--- config.mk ---
export PLATFORM = sky130hd
export DESIGN_NAME = dphy_hs_tx_seq
export DESIGN_NICKNAME = d
export VERILOG_FILES = /design/src/rtl/dphy_pkg.sv /design/src/rtl/dphy_state_timer.sv /design/src/rtl/dphy_hs_tx_seq.sv
export SDC_FILE = /design/constraint.sdc
export NUM_CORES = 1
export LEC_CHECK = 0
export ABC_AREA = 1
export BUFFER_PORTS_ARGS = -buffer_cell sky130_fd_sc_hd__buf_4
export CAP_MARGIN = 20
export CORE_ASPECT_RATIO = 1.2
export CORE_MARGIN = 3
export CORE_UTILIZATION = 55
export DETAILED_ROUTE_END_ITERATION = 7
export GPL_TIMING_DRIVEN = 0
export PLACE_DENSITY = 0.78
export SLEW_MARGIN = 40
export SYNTH_ARGS = -nofsm -noshare
export SYNTH_HDL_FRONTEND = slang
export SYNTH_SLANG_ARGS = --single-unit
--- constraint.sdc ---
create_clock -name LPTX_CLK -period 2.7 [get_ports LPTX_CLK]
set_input_delay 0 -clock LPTX_CLK [delete_from_list [all_inputs] [get_ports LPTX_CLK]]
set_output_delay 0 -clock LPTX_CLK [all_outputs]
set_load 0.005 [all_outputs]
--- src/rtl/dphy_pkg.sv ---
// ============================================================================
// Module   : dphy_pkg
// Purpose  : Shared definitions for the D-PHY HS data-lane transmit sequencer:
//            lane state encoding, HS sync byte and LP line codes.
// Contents : lane_state_e (3-bit state codes), SYNC_BYTE, LP11/LP01/LP00
// Revision : 1.0 - initial release
// ============================================================================
`default_nettype none

package dphy_pkg;

  // State codes are visible on Lane_State, so the encoding is fixed.
  typedef enum logic [2:0] {
    ST_STOP     = 3'd0,
    ST_HS_RQST  = 3'd1,
    ST_HS_PRPR  = 3'd2,
    ST_HS_ZERO  = 3'd3,
    ST_HS_SYNC  = 3'd4,
    ST_HS_DATA  = 3'd5,
    ST_HS_TRAIL = 3'd6,
    ST_HS_EXIT  = 3'd7
  } lane_state_e;

  // HS leader sequence byte sent just before the first payload byte.
  localparam logic [7:0] SYNC_BYTE = 8'hB8;

  // LP line codes, {Dp, Dn}.
  localparam logic [1:0] LP11 = 2'b11;
  localparam logic [1:0] LP01 = 2'b01;
  localparam logic [1:0] LP00 = 2'b00;

endpackage

`default_nettype wire

--- src/rtl/dphy_state_timer.sv ---
// ============================================================================
// Module   : dphy_state_timer
// Purpose  : Per-state duration counter. Counts enabled cycles since the last
//            clear; a clear takes priority and loads zero.
// Ports    : clk      - clock
//            rst_n    - asynchronous active-low reset
//            i_clr    - load zero on the next enabled edge
//            i_en     - count/clear enable; timer holds when low
//            o_count  - current count
// Revision : 1.0 - initial release
// ============================================================================
`default_nettype none

module dphy_state_timer #(
  parameter int CNT_W = 6
) (
  input  logic             clk,
  input  logic             rst_n,
  input  logic             i_clr,
  input  logic             i_en,
  output logic [CNT_W-1:0] o_count
);

  logic [CNT_W-1:0] r_count;

  always_ff @(posedge clk or negedge rst_n) begin
    if (!rst_n) begin
      r_count <= '0;
    end else if (i_en) begin
      if (i_clr) r_count <= '0;
      else       r_count <= r_count + 1'b1;
    end
  end

  assign o_count = r_count;

endmodule

`default_nettype wire

--- src/rtl/dphy_hs_tx_seq.sv ---
// ============================================================================
// Module   : dphy_hs_tx_seq
// Purpose  : HS burst sequencer for one D-PHY data lane. Walks the lane through
//            LP-11 -> LP-01 -> LP-00 -> HS-zero -> sync -> data -> trail ->
//            LP-11 for every HS request and owns LP levels, HS enables and
//            the HS byte stream.
// Ports    : LPTX_CLK     - lane clock
//            TxRSt        - asynchronous active-low reset
//            LPTX_EN      - synchronous enable, everything holds when low
//            TxRequestHS  - HS burst request from the protocol layer
//            TxDataHS     - payload byte
//            TxReadyHS    - payload byte accepted when high with TxRequestHS
//            TxStopState  - lane idle in Stop (LP-11)
//            LP_OE        - LP driver enable
//            LP_Dp/LP_Dn  - LP line levels
//            HSTX_EN      - HS data driver enable
//            HSCLK_EN     - HS clock request
//            HS_Byte      - byte to the HS serializer
//            Lane_State   - current state code (debug)
// Revision : 1.0 - initial release
// ============================================================================
`default_nettype none

module dphy_hs_tx_seq
  import dphy_pkg::*;
#(
  parameter int CNT_W          = 6,
  parameter int LPX_TIME       = 10,
  parameter int HSPREPARE_TIME = 15,
  parameter int HSZERO_TIME    = 20,
  parameter int HSTRAIL_TIME   = 8,
  parameter int HSEXIT_TIME    = 20
) (
  input  logic       LPTX_CLK,
  input  logic       TxRSt,
  input  logic       LPTX_EN,
  input  logic       TxRequestHS,
  input  logic [7:0] TxDataHS,
  output logic       TxReadyHS,
  output logic       TxStopState,
  output logic       LP_OE,
  output logic       LP_Dp,
  output logic       LP_Dn,
  output logic       HSTX_EN,
  output logic       HSCLK_EN,
  output logic [7:0] HS_Byte,
  output logic [2:0] Lane_State
);

  // Last timer value of each timed state.
  localparam logic [CNT_W-1:0] c_LPX_LAST   = CNT_W'(LPX_TIME - 1);
  localparam logic [CNT_W-1:0] c_PRPR_LAST  = CNT_W'(HSPREPARE_TIME - 1);
  localparam logic [CNT_W-1:0] c_ZERO_LAST  = CNT_W'(HSZERO_TIME - 1);
  localparam logic [CNT_W-1:0] c_TRAIL_LAST = CNT_W'(HSTRAIL_TIME - 1);
  localparam logic [CNT_W-1:0] c_EXIT_LAST  = CNT_W'(HSEXIT_TIME - 1);

  lane_state_e      r_state;
  lane_state_e      w_next;
  logic [CNT_W-1:0] w_count;
  logic             w_clr;

  logic [1:0] r_lp;
  logic       r_lp_oe;
  logic       r_hs_en;
  logic       r_ready;
  logic       r_stop;
  logic [7:0] r_byte;

  logic [1:0] w_lp;
  logic       w_lp_oe;
  logic       w_hs_en;
  logic       w_ready;
  logic       w_stop;
  logic [7:0] w_byte;

  // Timer restarts from zero on every state change.
  assign w_clr = (w_next != r_state);

  dphy_state_timer #(
    .CNT_W (CNT_W)
  ) u_timer (
    .clk     (LPTX_CLK),
    .rst_n   (TxRSt),
    .i_clr   (w_clr),
    .i_en    (LPTX_EN),
    .o_count (w_count)
  );

  // State register
  always_ff @(posedge LPTX_CLK or negedge TxRSt) begin
    if (!TxRSt) begin
      r_state <= ST_STOP;
    end else if (LPTX_EN) begin
      r_state <= w_next;
    end
  end

  // Next state
  always_comb begin
    w_next = r_state;
    case (r_state)
      ST_STOP:     if (TxRequestHS)              w_next = ST_HS_RQST;
      ST_HS_RQST:  if (w_count == c_LPX_LAST)    w_next = ST_HS_PRPR;
      ST_HS_PRPR:  if (w_count == c_PRPR_LAST)   w_next = ST_HS_ZERO;
      ST_HS_ZERO:  if (w_count == c_ZERO_LAST)   w_next = ST_HS_SYNC;
      ST_HS_SYNC:                                w_next = ST_HS_DATA;
      ST_HS_DATA:  if (!TxRequestHS)             w_next = ST_HS_TRAIL;
      ST_HS_TRAIL: if (w_count == c_TRAIL_LAST)  w_next = ST_HS_EXIT;
      ST_HS_EXIT:  if (w_count == c_EXIT_LAST)   w_next = ST_STOP;
      default:                                   w_next = ST_STOP;
    endcase
  end

  // Moore outputs decoded from the next state so they register in step
  // with the state itself.
  always_comb begin
    w_lp    = LP11;
    w_lp_oe = 1'b1;
    w_hs_en = 1'b0;
    w_ready = 1'b0;
    w_stop  = 1'b0;
    case (w_next)
      ST_STOP:    w_stop = 1'b1;
      ST_HS_RQST: w_lp   = LP01;
      ST_HS_PRPR: w_lp   = LP00;
      ST_HS_ZERO, ST_HS_SYNC, ST_HS_TRAIL: begin
        w_lp    = LP00;
        w_lp_oe = 1'b0;
        w_hs_en = 1'b1;
      end
      ST_HS_DATA: begin
        w_lp    = LP00;
        w_lp_oe = 1'b0;
        w_hs_en = 1'b1;
        w_ready = 1'b1;
      end
      default: ;
    endcase
  end

  // HS byte stream. Payload is captured only while already in HS_DATA, so the
  // first data cycle still shows the sync byte. The trail byte is computed once
  // on trail entry from the last byte loaded (the sync byte after an empty
  // burst) and then held.
  always_comb begin
    w_byte = r_byte;
    case (w_next)
      ST_HS_SYNC:  w_byte = SYNC_BYTE;
      ST_HS_DATA:  if (r_state == ST_HS_DATA && TxRequestHS) w_byte = TxDataHS;
      ST_HS_TRAIL: if (r_state != ST_HS_TRAIL) w_byte = {8{~r_byte[7]}};
      default:     w_byte = 8'h00;
    endcase
  end

  // Output registers
  always_ff @(posedge LPTX_CLK or negedge TxRSt) begin
    if (!TxRSt) begin
      r_lp    <= LP11;
      r_lp_oe <= 1'b0;
      r_hs_en <= 1'b0;
      r_ready <= 1'b0;
      r_stop  <= 1'b1;
      r_byte  <= 8'h00;
    end else if (LPTX_EN) begin
      r_lp    <= w_lp;
      r_lp_oe <= w_lp_oe;
      r_hs_en <= w_hs_en;
      r_ready <= w_ready;
      r_stop  <= w_stop;
      r_byte  <= w_byte;
    end
  end

  assign LP_Dp       = r_lp[1];
  assign LP_Dn       = r_lp[0];
  assign LP_OE       = r_lp_oe;
  assign HSTX_EN     = r_hs_en;
  assign HSCLK_EN    = r_hs_en;
  assign TxReadyHS   = r_ready;
  assign TxStopState = r_stop;
  assign HS_Byte     = r_byte;
  assign Lane_State  = r_state;

endmodule

`default_nettype wire

# After elaboration in Yosys (flattened, before gate mapping)
# Cells that the tools add are included.
# totals
inputBits	12
elab_cells	54
output_inout_bits	18
ff_bits	23
# classes
n_addsub	1
n_eq_ne	21
reduce_logical	6
n_bitwise	1
mux	17
# op_table
operator	count
$pmux 3 s8	1
$pmux 8 s3	1
$eq 3x3->1 const B	7
$mux 3	7
$mux 8	2
$eq 3x2->1 const B	4
$eq 6x4->1 const B	2
$add 6x1->6 const B	1
$eq 3x1->1 const B	2
$eq 6x3->1 const B	1
$eq 6x5->1 const B	1
$logic_not 3->1	2
$mux 6	1
$reduce_or 5->1	1
$mux 1	4
$ne 2x2->1 const B	2
$pmux 2 s2	1
$reduce_or 4->1	1
$ne 3x3->1	1
$ne 3x3->1 const B	1
$reduce_and 3->1	1
$logic_and 1x1->1	1
$not 1->1	1

# Logic depth before layout (Yosys ltp)
# Gate-level depths: netlist (run 1).
# logic_depth
depth_word	6
ltp_mapped	14
ltp_nobuf	14

# Modules after synthesis
# A second synthesis (run 1) with hierarchy kept.
# hier_totals
hier_cells	193
hier_area_um2	1357.6
# modules_own_cells
module	seq_area_each_um2	instances	area_per_inst_um2	cells_per_inst
dphy_hs_tx_seq	429.2	1	1067.3	157
dphy_state_timer	150.1	1	290.3	36

# Least setup slack after synthesis (run 1)
# Ideal clock, no wire load.
# synth_path
kind	register to register
start	reg u_timer.r_count[1] (netlist: u_timer.o_count[1])
end	reg r_byte[3] (netlist: HS_Byte[3])
setup_slack_ns	1.043
stages_incl_launch_ff	14
t_arrival_ns	1.540
n_path_buf	0
setup_ns	0.117
path_cell_list	dfrtp_1 > inv_1 > ha_1 > nand2_2 > clkinv_1 > nand3_1 > nand2_1 > nand3_2 > o21bai_4 > nand3_2 > nand2_2 > nor2_4 > nand2_1 > nand2_1
# synth_between
elab_chain_len	6
elab_cells_between_ends	17
cone_classes	eq/ne: 9; mux: 7; reduce/logical: 1
# synth_lines
item	line	text
start, declared	dphy_state_timer.sv:24	logic [CNT_W-1:0] r_count;
start signal, assigned	dphy_state_timer.sv:31	else r_count <= r_count + 1'b1;
$eq 6x5->1, or another cell as far along	dphy_hs_tx_seq.sv:105, dphy_hs_tx_seq.sv:109	
$mux 3 (on tied branches)	-	
$pmux 3 s8 (*)	dphy_hs_tx_seq.sv:101	case (r_state)
$eq 3x3->1	dphy_hs_tx_seq.sv:147	case (w_next)
$ne 2x2->1 (no line)	-	
$reduce_and 3->1 (no line)	-	
end signal, assigned	dphy_hs_tx_seq.sv:170	r_byte <= w_byte;
end, declared	dphy_hs_tx_seq.sv:67	logic [7:0] r_byte;
# Every way passes the cells marked *; elsewhere a longest branch is shown, timed or not.
# A chain may end at the register's enable or synchronous reset.

# Worst setup path after layout (run 1)
# layout_path
start	reg u_timer.r_count[1] (netlist: u_timer.o_count[1])
end	reg r_byte[4] (netlist: HS_Byte[4])
# Same word-level chain as after synthesis.

==> results of run 1 <==
## repair_timing
item	4_1_cts	5_1_grt
buffers inserted	0	0
endpoints found under the hold margin	26	0
hold buffers	4	0
## through the flow
step                      utilization [%]  hold slack, ps  cells
after floorplan                         -            -296    199
after global placement               71.3           -96.9    258
after detailed placement             71.3           -88.5    258
after CTS                            74.1            5.26    266
after global routing                 74.1            40.4    266
final                                74.1            13.3    266
## cell usage after synthesis
master / instances / area [sq um]
o21ai_1: 1 / 5.00
nor3_1: 4 / 20.0
o21ai_0: 4 / 20.0
nor4_1: 2 / 12.5
dfrtp_1: 20 / 500
o21bai_4: 1 / 18.8
dfstp_2: 3 / 78.8
nand3_4: 1 / 17.5
o22ai_1: 1 / 6.26
inv_2: 3 / 11.3
nand3b_4: 1 / 20.0
nor2_1: 11 / 41.3
buf_4: 2 / 15.0
clkbuf_1: 1 / 3.75
nor2_4: 3 / 33.8
nand2_1: 68 / 255
a21oi_1: 1 / 5.00
buf_6: 1 / 11.3
inv_1: 20 / 75.1
nand2_4: 1 / 11.3
xor2_1: 1 / 8.76
nand3_1: 24 / 120
ha_1: 3 / 37.5
nand4_1: 3 / 18.8
o221ai_1: 1 / 8.76
o21a_1: 1 / 7.51
nor2_2: 1 / 6.26
nand2_2: 5 / 31.3
buf_2: 2 / 10.0
nand3_2: 4 / 40.0
buf_1: 1 / 3.75
o21ai_2: 1 / 8.76
o41ai_1: 1 / 8.76
clkinv_1: 2 / 7.51
## registers in the layout, indices dropped and copies added (netlist names)
register	cells
HS_Byte	8
u_timer.o_count	6
Lane_State	3
r_lp	2
HSCLK_EN	1
LP_OE	1
TxReadyHS	1
TxStopState	1
## power groups by stage
stage	registers, mW	logic (mW)	clock network, mW
finish	0.557	0.973	0.166
global route	0.572	1.09	0.180
CTS	0.559	0.972	0.171
detailed placement	0.565	0.964	0
global placement	0.556	0.926	0
floorplan	0.558	0.643	0
## cell type report
cell class / instances / area, sq um
Buffer: 7 / 43.8
Clock buffer: 3 / 22.5
Clock inverter: 1 / 5.00
Fill cell: 198 / 628
Inverter: 25 / 93.8
Multi-Input combinational cell: 144 / 763
Sequential cell: 23 / 579
Tap cell: 31 / 38.8
Timing Repair Buffer: 32 / 250
## logic make-up after synthesis
family                   Yosys count  synth area share (%)
XOR/XNOR                           1                 0.592
adder cells (fa/ha/maj)            3                  2.54
AO/OA/AOI/OAI                     12                  6.00
flip-flops                        23                  39.1
buffers and inverters             32                  9.30
AND/OR/NAND/NOR                  128                  42.4
## worst max-delay path by stage
| stage | from | depth (start not counted) | slack (ps) | endpoint |
|---|---|---|---|---|
| finish | u_timer.o_count[1] | 12 | 790 | HS_Byte[4] |
| global route | u_timer.o_count[1] | 13 | 580 | HS_Byte[4] |
| CTS | u_timer.o_count[1] | 12 | 780 | HS_Byte[4] |
| detailed placement | u_timer.o_count[1] | 12 | 790 | HS_Byte[4] |
| global placement | u_timer.o_count[1] | 12 | 890 | HS_Byte[1] |
| floorplan | u_timer.o_count[1] | 13 | 1040 | HS_Byte[3] |
## layer usage
metal	routed length, um	vias up
li1	-	710
met1	1490	662
met2	1810	44
met3	140	2
met4	29	0
met5	0	-
## worst max-delay path, cell delays in order (launching register included)
cell and delay (ps):
dfrtp_1 410, ha_1 240, nand2_1 80, clkinv_1 70, nand3_4 80, nand2_2 80
nand3_2 110, o21bai_4 270, nand3_2 170, nand2_2 110, nor2_4 60, nand2_1 90
nand2_1 60
==> results.py, run 1 <==
metrics = {
    "detailed_routing": {
        "drt_iter0_drc": 41,
        "drt-pass1-iter-count": 4,
        "vias": 1418,
        "ant_nets": 0,
        "vias_per_cell": 5.33,
        "drc_errors": 0,
        "drt_wl_total_mm": 3.47,
        "wl_per_cell_um": 13.1,
    },
    "clock_tree": {
        "cts_max_level": 1,
        "cts.reportedPaths.clkPinSlew_ps": 130,
        "cts_tree": "done",
        "cts.path.max_buffers": 2,
        "post_cts_resized": 0,
        "clock_latency_ps": 320,
        "clock-sinks": 23,
        "cts_root_buf": "clkbuf_4",
        "numCtsBuffers": 3,
    },
    "synth": {
        "ys_seq_elements": 23,
        "syn_inst": 199,
        "ys_seq_area_share_pct": 39.1,
        "synth_nets": 214,
        "ys_warn_count": 0,
        "syn_area_sq_um": 1480,
        "ys_types": 34,
        "postSynthAreaPerCell_sq_um": 7.44,
    },
    "layout": {
        "drive_above_1_share_pct": 26.0,
        "final_cell_mix": "68 x nand2_1, 30 x buf_4, 24 x nand3_1, 20 x dfrtp_1, 20 x inv_1",
        "mostFrequentLayoutCell": "nand2_1",
        "final_area_sq_um": 1800,
        "area_delta_synth_final_pct": 21.4,
        "antenna_cells": 0,
        "layout.nets": 251,
    },
    "global_route": {
        "grt_usage_pct": 22.2,
        "grt_use_met1_pct": 27.9,
        "grt_pass1_vias": 1368,
        "antenna_found_initial": 0,
        "grt_first_pass_wirelength_mm": 5.75,
        "met2_usage_pct": 39.0,
        "gr-usage-met3_pct": 2.86,
        "grt-ovfl-total": 0,
        "grt_max_degree": 24,
        "top_usage_layer": "met2",
    },
    "sta": {
        "final_max_slew_viol_count": 0,
        "finalCriticalPeriod_ps": 1910,
        "fmax_ghz": 0.524,
        "fin_crit_sh_pct": 70.7,
        "tightest_slew_ps": 592,
        "worst_slack_ps": 790,
        "skew_ps": 4.95,
        "setup_viol": 0,
        "finalHoldViolCount": 0,
        "slew_headroom_pct": 60.2,
        "tns_ps": 0,
        "rsz0062_at_grt": "false",
    },
    "critical_path": {
        "cp-start-kind": "flop",
        "reg2reg_depth": 12,
        "crit_path_max_fanout": 8,
        "rr_endpoint": "HS_Byte[4]",
        "timing.rr.start": "u_timer.o_count[1]",
        "reg2reg_slack_ps": 790,
        "crit_path_end_kind": "flop",
        "worstPathArrival_ps": 2140,
        "required_ps": 2930,
        "critical_path_class": "reg -> reg",
    },
    "placement": {
        "io_buffers": 28,
        "place_area_sq_um": 1730,
        "routabilityCongestion": 0.854,
        "dp_hpwl_mm": 2.70,
        "place_ws_ps": 792,
    },
    "floorplan": {
        "core_sq_um": 2420,
        "row_count": 19,
        "ios": 30,
        "die_area_sq_um": 3350,
        "floorplan.initialDensity_pct": 61.0,
        "die_w_um": 53.4,
        "die_h_um": 62.8,
    },
    "power": {
        "internal_power_mw": 0.922,
        "p_leak_nw": 0.982,
        "peakVddDrop_v": 0.000703,
        "clockPowerShare_pct": 9.8,
        "swShare_pct": 45.7,
        "p_switching_mw": 0.775,
        "seqPwrFrac_pct": 32.9,
        "p_total_mw": 1.70,
        "combinationalPowerShare_pct": 57.4,
        "p_per_area_nw_per_um2": 944,
    },
    "hold_path": {
        "hold_end": "HS_Byte[5]",
        "hold_path.class": "in -> reg",
        "worstHoldStart": "TxDataHS[5]",
        "hold_path_depth": 5,
    },
    "job": {
        "max_cap_viol_count": 0,
    },
    "status": {
        "status": "finished clean",
    },
}
(Power assumes the default switching activity.)
==> run 2: changes to the inputs <==
CORE_UTILIZATION = 49   (was 55)
PLACE_DENSITY = 0.73   (was 0.78)
clock period = 1.7 ns   (was 2.7 ns; I/O delays follow)
==> results.py, run 2 (synthesized netlist as in run 1, its figures left out) <==
metrics = {
    "status": {
        "status": "finished, violations left",
        "violations": "hold timing, setup timing",
    },
    "sta": {
        "tightest_slew_ps": 567,
        "finalHoldViolCount": 1,
        "fin_crit_sh_pct": 108,
        "skew_ps": 12.6,
        "worst_slack_ps": -129,
        "rsz0062_at_grt": "true",
        "holdWs_ps": -1.89,
        "final_max_slew_viol_count": 0,
        "fmax_ghz": 0.547,
        "finalCriticalPeriod_ps": 1830,
        "setup_viol": 21,
        "slew_headroom_pct": 61.9,
    },
    "clock_tree": {
        "cts_max_level": 1,
        "cts.path.max_buffers": 2,
        "cts_root_buf": "clkbuf_4",
        "numCtsBuffers": 3,
        "cts_tree": "done",
        "clock_latency_ps": 320,
        "clock-sinks": 23,
        "cts.reportedPaths.clkPinSlew_ps": 140,
    },
    "global_route": {
        "grt_max_degree": 24,
        "top_usage_layer": "met2",
        "grt_usage_pct": 21.4,
        "grt_pass1_vias": 1423,
        "met2_usage_pct": 38.6,
        "grt_use_met1_pct": 26.7,
        "grt-ovfl-total": 0,
        "antenna_found_initial": 0,
        "grt_first_pass_wirelength_mm": 6.33,
        "gr-usage-met3_pct": 3.13,
    },
    "power": {
        "p_leak_nw": 1.10,
        "peakVddDrop_v": 0.000924,
        "p_per_area_nw_per_um2": 1600,
        "p_total_mw": 3.41,
    },
    "floorplan": {
        "die_area_sq_um": 3720,
        "die_h_um": 66.2,
        "row_count": 21,
        "die_w_um": 56.2,
        "floorplan.initialDensity_pct": 52.2,
        "ios": 30,
        "core_sq_um": 2840,
    },
    "detailed_routing": {
        "drt_iter0_drc": 101,
        "wl_per_cell_um": 14.0,
        "ant_nets": 0,
        "vias_per_cell": 5.42,
        "drt_wl_total_mm": 3.97,
        "drt-pass1-iter-count": 4,
        "drc_errors": 0,
        "vias": 1540,
    },
    "layout": {
        "area_delta_synth_final_pct": 43.9,
        "layout.nets": 266,
        "mostFrequentLayoutCell": "nand2_1",
        "antenna_cells": 0,
        "final_cell_mix": "62 x nand2_1, 37 x buf_4, 17 x dfrtp_1, 16 x inv_1, 16 x nand3_1",
        "largest_reg_flops": 8,
        "drive_above_1_share_pct": 42.4,
        "final_area_sq_um": 2130,
    },
    "critical_path": {
        "reg2reg_depth": 13,
        "required_ps": 1930,
        "worstPathArrival_ps": 2060,
        "timing.rr.start": "u_timer.o_count[0]",
        "crit_path_end_kind": "flop",
        "rr_endpoint": "HSCLK_EN",
        "critical_path_class": "reg -> reg",
        "crit_path_max_fanout": 4,
        "reg2reg_slack_ps": -130,
        "cp-start-kind": "flop",
    },
    "placement": {
        "routabilityCongestion": 0.907,
        "io_buffers": 28,
        "dp_hpwl_mm": 2.47,
        "place_area_sq_um": 1730,
    },
    "hold_path": {
        "hold_end": "HS_Byte[4]",
        "worstHoldStart": "TxDataHS[4]",
        "hold_path_depth": 5,
        "hold_path.class": "in -> reg",
    },
    "job": {
        "max_cap_viol_count": 0,
    },
}
[run 2: cell types whose count changed in the layout (fill, tap and decap cells not counted), moves of 4 or more]
cell     change
nand3_2      +6
buf_6        +6
inv_1        -4
nand2_1      -6
buf_4        +7
nand3_1      -8
nand2_2      +4
[run 2: worst max-delay path by stage]
stage,startpoint,end,slack [ps],cells past startpoint
3_5_place_dp,u_timer.o_count[1],HS_Byte[6],-200,13
5_1_grt,u_timer.o_count[3],HSCLK_EN,-260,12
6_report,u_timer.o_count[0],HSCLK_EN,-130,13
3_3_place_gp,u_timer.o_count[1],HS_Byte[6],-130,12
2_1_floorplan,u_timer.o_count[1],HS_Byte[3],40,13
4_1_cts,u_timer.o_count[0],HSCLK_EN,-90,13
[run 2: power by group]
group          switching (mW)  internal, mW
Clock                   0.171        0.0880
Sequential              0.175         0.749
Combinational            1.18          1.05
[run 2: critical path: stages, from the launching register on]
cell and delay [ps]:
dfrtp_2 470, inv_2 100, ha_4 130, inv_2 40, nor3_2 90, nand2_1 80
nand3_2 90, o21bai_4 100, buf_6 140, buf_6 120, o21ai_4 180, nand2_2 70
nand2_1 60, nand2_1 60
[run 2: layout make-up]
class	instances	area, sq um
multi-input combinational	145	935
fill	187	708
sequential	23	583
timing repair buffer	46	389
inverter	25	103
buffer	7	50.0
tap	34	42.5
clock buffer	3	22.5
clock inverter	1	5.00
[run 2: metrics by stage]
step / cells / hold WS, ps / setup slack (ps) / utilization, % / TNS (ps)
floorplan: 199 / -296 / 43.5 / - / 0
global placement: 261 / -90.0 / -128 / 61.1 / -1210
detailed placement: 261 / -84.5 / -204 / 61.1 / -2280
CTS: 280 / 0.811 / -91.6 / 71.0 / -757
global route: 284 / 20.0 / -264 / 75.0 / -4370
finish: 284 / -1.89 / -129 / 75.0 / -1780
[run 2: repair_timing]
item                       CTS  global route
setup buffers               10             3
gates resized for setup     30            26
setup endpoints to repair   19            22
hold endpoints to repair    27             0
pin swaps                   13             5
cloned                       0             1
hold buffers                 5             0
[run 2: layer usage]
| layer | up-vias | share of wire, % |
|---|---|---|
| li1 | 733 | - |
| met1 | 744 | 41 |
| met2 | 57 | 52 |
| met3 | 6 | 5.5 |
| met4 | 0 | 1.4 |
| met5 | - | 0 |
==> run 3: changes to the inputs <==
SKIP_LAST_GASP = 1   (was not set)
==> results.py, run 3 (synthesized netlist as in run 1, its figures left out) <==
metrics = {
    "status": {
        "status": "finished, violations left",
        "violations": "hold timing, setup timing",
    },
    "global_route": {
        "grt-ovfl-total": 0,
        "grt_pass1_vias": 1423,
        "grt_first_pass_wirelength_mm": 6.33,
        "grt_usage_pct": 21.4,
        "antenna_found_initial": 0,
        "grt_max_degree": 24,
    },
    "layout": {
        "stdcell_count": 284,
        "multi_input_area_sq_um": 930,
        "final_cell_mix": "62 x nand2_1, 37 x buf_4, 17 x dfrtp_1, 17 x nand3_1, 16 x inv_1",
        "register_area_sq_um": 583,
        "drive_above_1_share_pct": 42.0,
        "layout.nets": 266,
        "area_delta_synth_final_pct": 43.5,
        "largest_reg_flops": 8,
        "mostFrequentLayoutCell": "nand2_1",
        "fill_cells": 191,
        "antenna_cells": 0,
    },
    "critical_path": {
        "crit_slowest_cell": "dfrtp_2",
        "cp_cell_sequence": "ha_4 -> nand2_2 -> inv_4 -> nand3_4 -> nand2_4 -> nand3_4 -> o21bai_4 -> buf_6 -> buf_6 -> o21ai_4 -> nand2_2 -> nand2_1 -> nand2_1",
        "required_ps": 1930,
        "worst-path-buf-inv": 3,
        "crit_family": "simple AND/OR/NAND/NOR gates",
        "slowest_delay_ps": 480,
        "crit_path_end_kind": "flop",
        "timing.rr.start": "u_timer.o_count[0]",
        "worstPathArrival_ps": 2070,
        "reg2reg_depth": 13,
        "crit_path_max_fanout": 4,
        "reg2reg_slack_ps": -140,
        "rr_endpoint": "HSCLK_EN",
        "critical_path_class": "reg -> reg",
        "cp-start-kind": "flop",
    },
    "clock_tree": {
        "cts.path.max_buffers": 2,
        "cts_root_buf": "clkbuf_4",
        "numCtsBuffers": 3,
        "clock-sinks": 23,
        "cts_max_level": 1,
        "clock_latency_ps": 320,
        "cts_tree": "done",
        "cts.reportedPaths.clkPinSlew_ps": 140,
    },
    "power": {
        "peakVddDrop_v": 0.000914,
        "p_total_mw": 3.43,
        "p_leak_nw": 1.10,
        "p_per_area_nw_per_um2": 1610,
    },
    "hold_path": {
        "hold_path_depth": 5,
        "worstHoldStart": "TxDataHS[4]",
        "hold_path.class": "in -> reg",
        "hold_end": "HS_Byte[4]",
    },
    "floorplan": {
        "die_w_um": 56.2,
        "die_h_um": 66.2,
        "floorplan.initialDensity_pct": 52.2,
        "row_count": 21,
        "die_area_sq_um": 3720,
        "core_sq_um": 2840,
        "ios": 30,
    },
    "sta": {
        "finalCriticalPeriod_ps": 1840,
        "slew_headroom_pct": 62.1,
        "skew_ps": 9.33,
        "tightest_slew_ps": 564,
        "tns_ps": -1890,
        "rsz0062_at_grt": "true",
        "holdWs_ps": -2.64,
        "final_max_slew_viol_count": 0,
        "fmax_ghz": 0.543,
        "finalHoldViolCount": 2,
        "worst_slack_ps": -141,
        "fin_crit_sh_pct": 108,
        "setup_viol": 21,
    },
    "placement": {
        "routabilityCongestion": 0.907,
        "place_ws_ps": -204,
        "dp.cells": 261,
        "io_buffers": 28,
        "dp_hpwl_mm": 2.47,
    },
    "detailed_routing": {
        "wl_per_cell_um": 14.3,
        "drt_wl_total_mm": 4.07,
        "vias": 1550,
        "vias_per_cell": 5.46,
        "drt-pass1-iter-count": 4,
        "ant_nets": 0,
        "drc_errors": 0,
        "drt_iter0_drc": 79,
    },
    "job": {
        "max_cap_viol_count": 0,
    },
}
==> run 3: cell counts in the layout (fill, tap and decap cells not counted) <==
Identical to the previous run, type by type.
==> run 3: worst max path at each step <==
| stage | cells past startpoint | startpoint | slack, ps | end |
|---|---|---|---|---|
| final | 13 | u_timer.o_count[0] | -140 | HSCLK_EN |
| after global routing | 12 | u_timer.o_count[3] | -260 | HSCLK_EN |
| after CTS | 13 | u_timer.o_count[0] | -90 | HSCLK_EN |
| after detailed placement | 13 | u_timer.o_count[1] | -200 | HS_Byte[6] |
| after global placement | 12 | u_timer.o_count[1] | -130 | HS_Byte[6] |
| after floorplan | 13 | u_timer.o_count[1] | 40 | HS_Byte[3] |
==> run 3: layer usage <==
metal  vias up  GRT usage (%)  share of wire, %
li1        737              -                 -
met1       761           26.7                43
met2        46           38.6                51
met3         6           3.13               4.7
met4         0           5.34               1.1
met5         -              0                 0
==> run 3: timing repair <==
item | 4_1_cts | 5_1_grt
cloned | 0 | 1
pin swaps | 13 | 5
resized for setup | 30 | 25
endpoints found under the setup margin | 19 | 22
hold buffers | 5 | 0
endpoints found under the hold margin | 27 | 0
setup buffers | 10 | 3
==> run 3: worst min-delay path, cell delays in order <==
cell and delay, ps:
buf_4 70, nand3_1 70, nand2_1 60, nand2_1 40, nand2_1 50
==> run 3: metrics by stage <==
stage	instance area, sq um	util [%]
2_1_floorplan	1480	-
3_3_place_gp	1730	61.1
3_5_place_dp	1730	61.1
4_1_cts	2010	71.0
5_1_grt	2120	74.9
6_report	2120	74.9
==> run 3: layout make-up <==
class,count,share of cell area (%)
timing repair buffer,46,18.3
buffer,7,2.36
clock inverter,1,0.236
clock buffer,3,1.06
sequential,23,27.4
inverter,25,4.83
tap,34,2.00
multi-input combinational,145,43.8
==> run 3: where the power goes <==
group	internal (mW)	total (mW)	switching (mW)
sequential	0.749	0.927	0.178
clock	0.0881	0.265	0.177
combinational	1.05	2.24	1.19
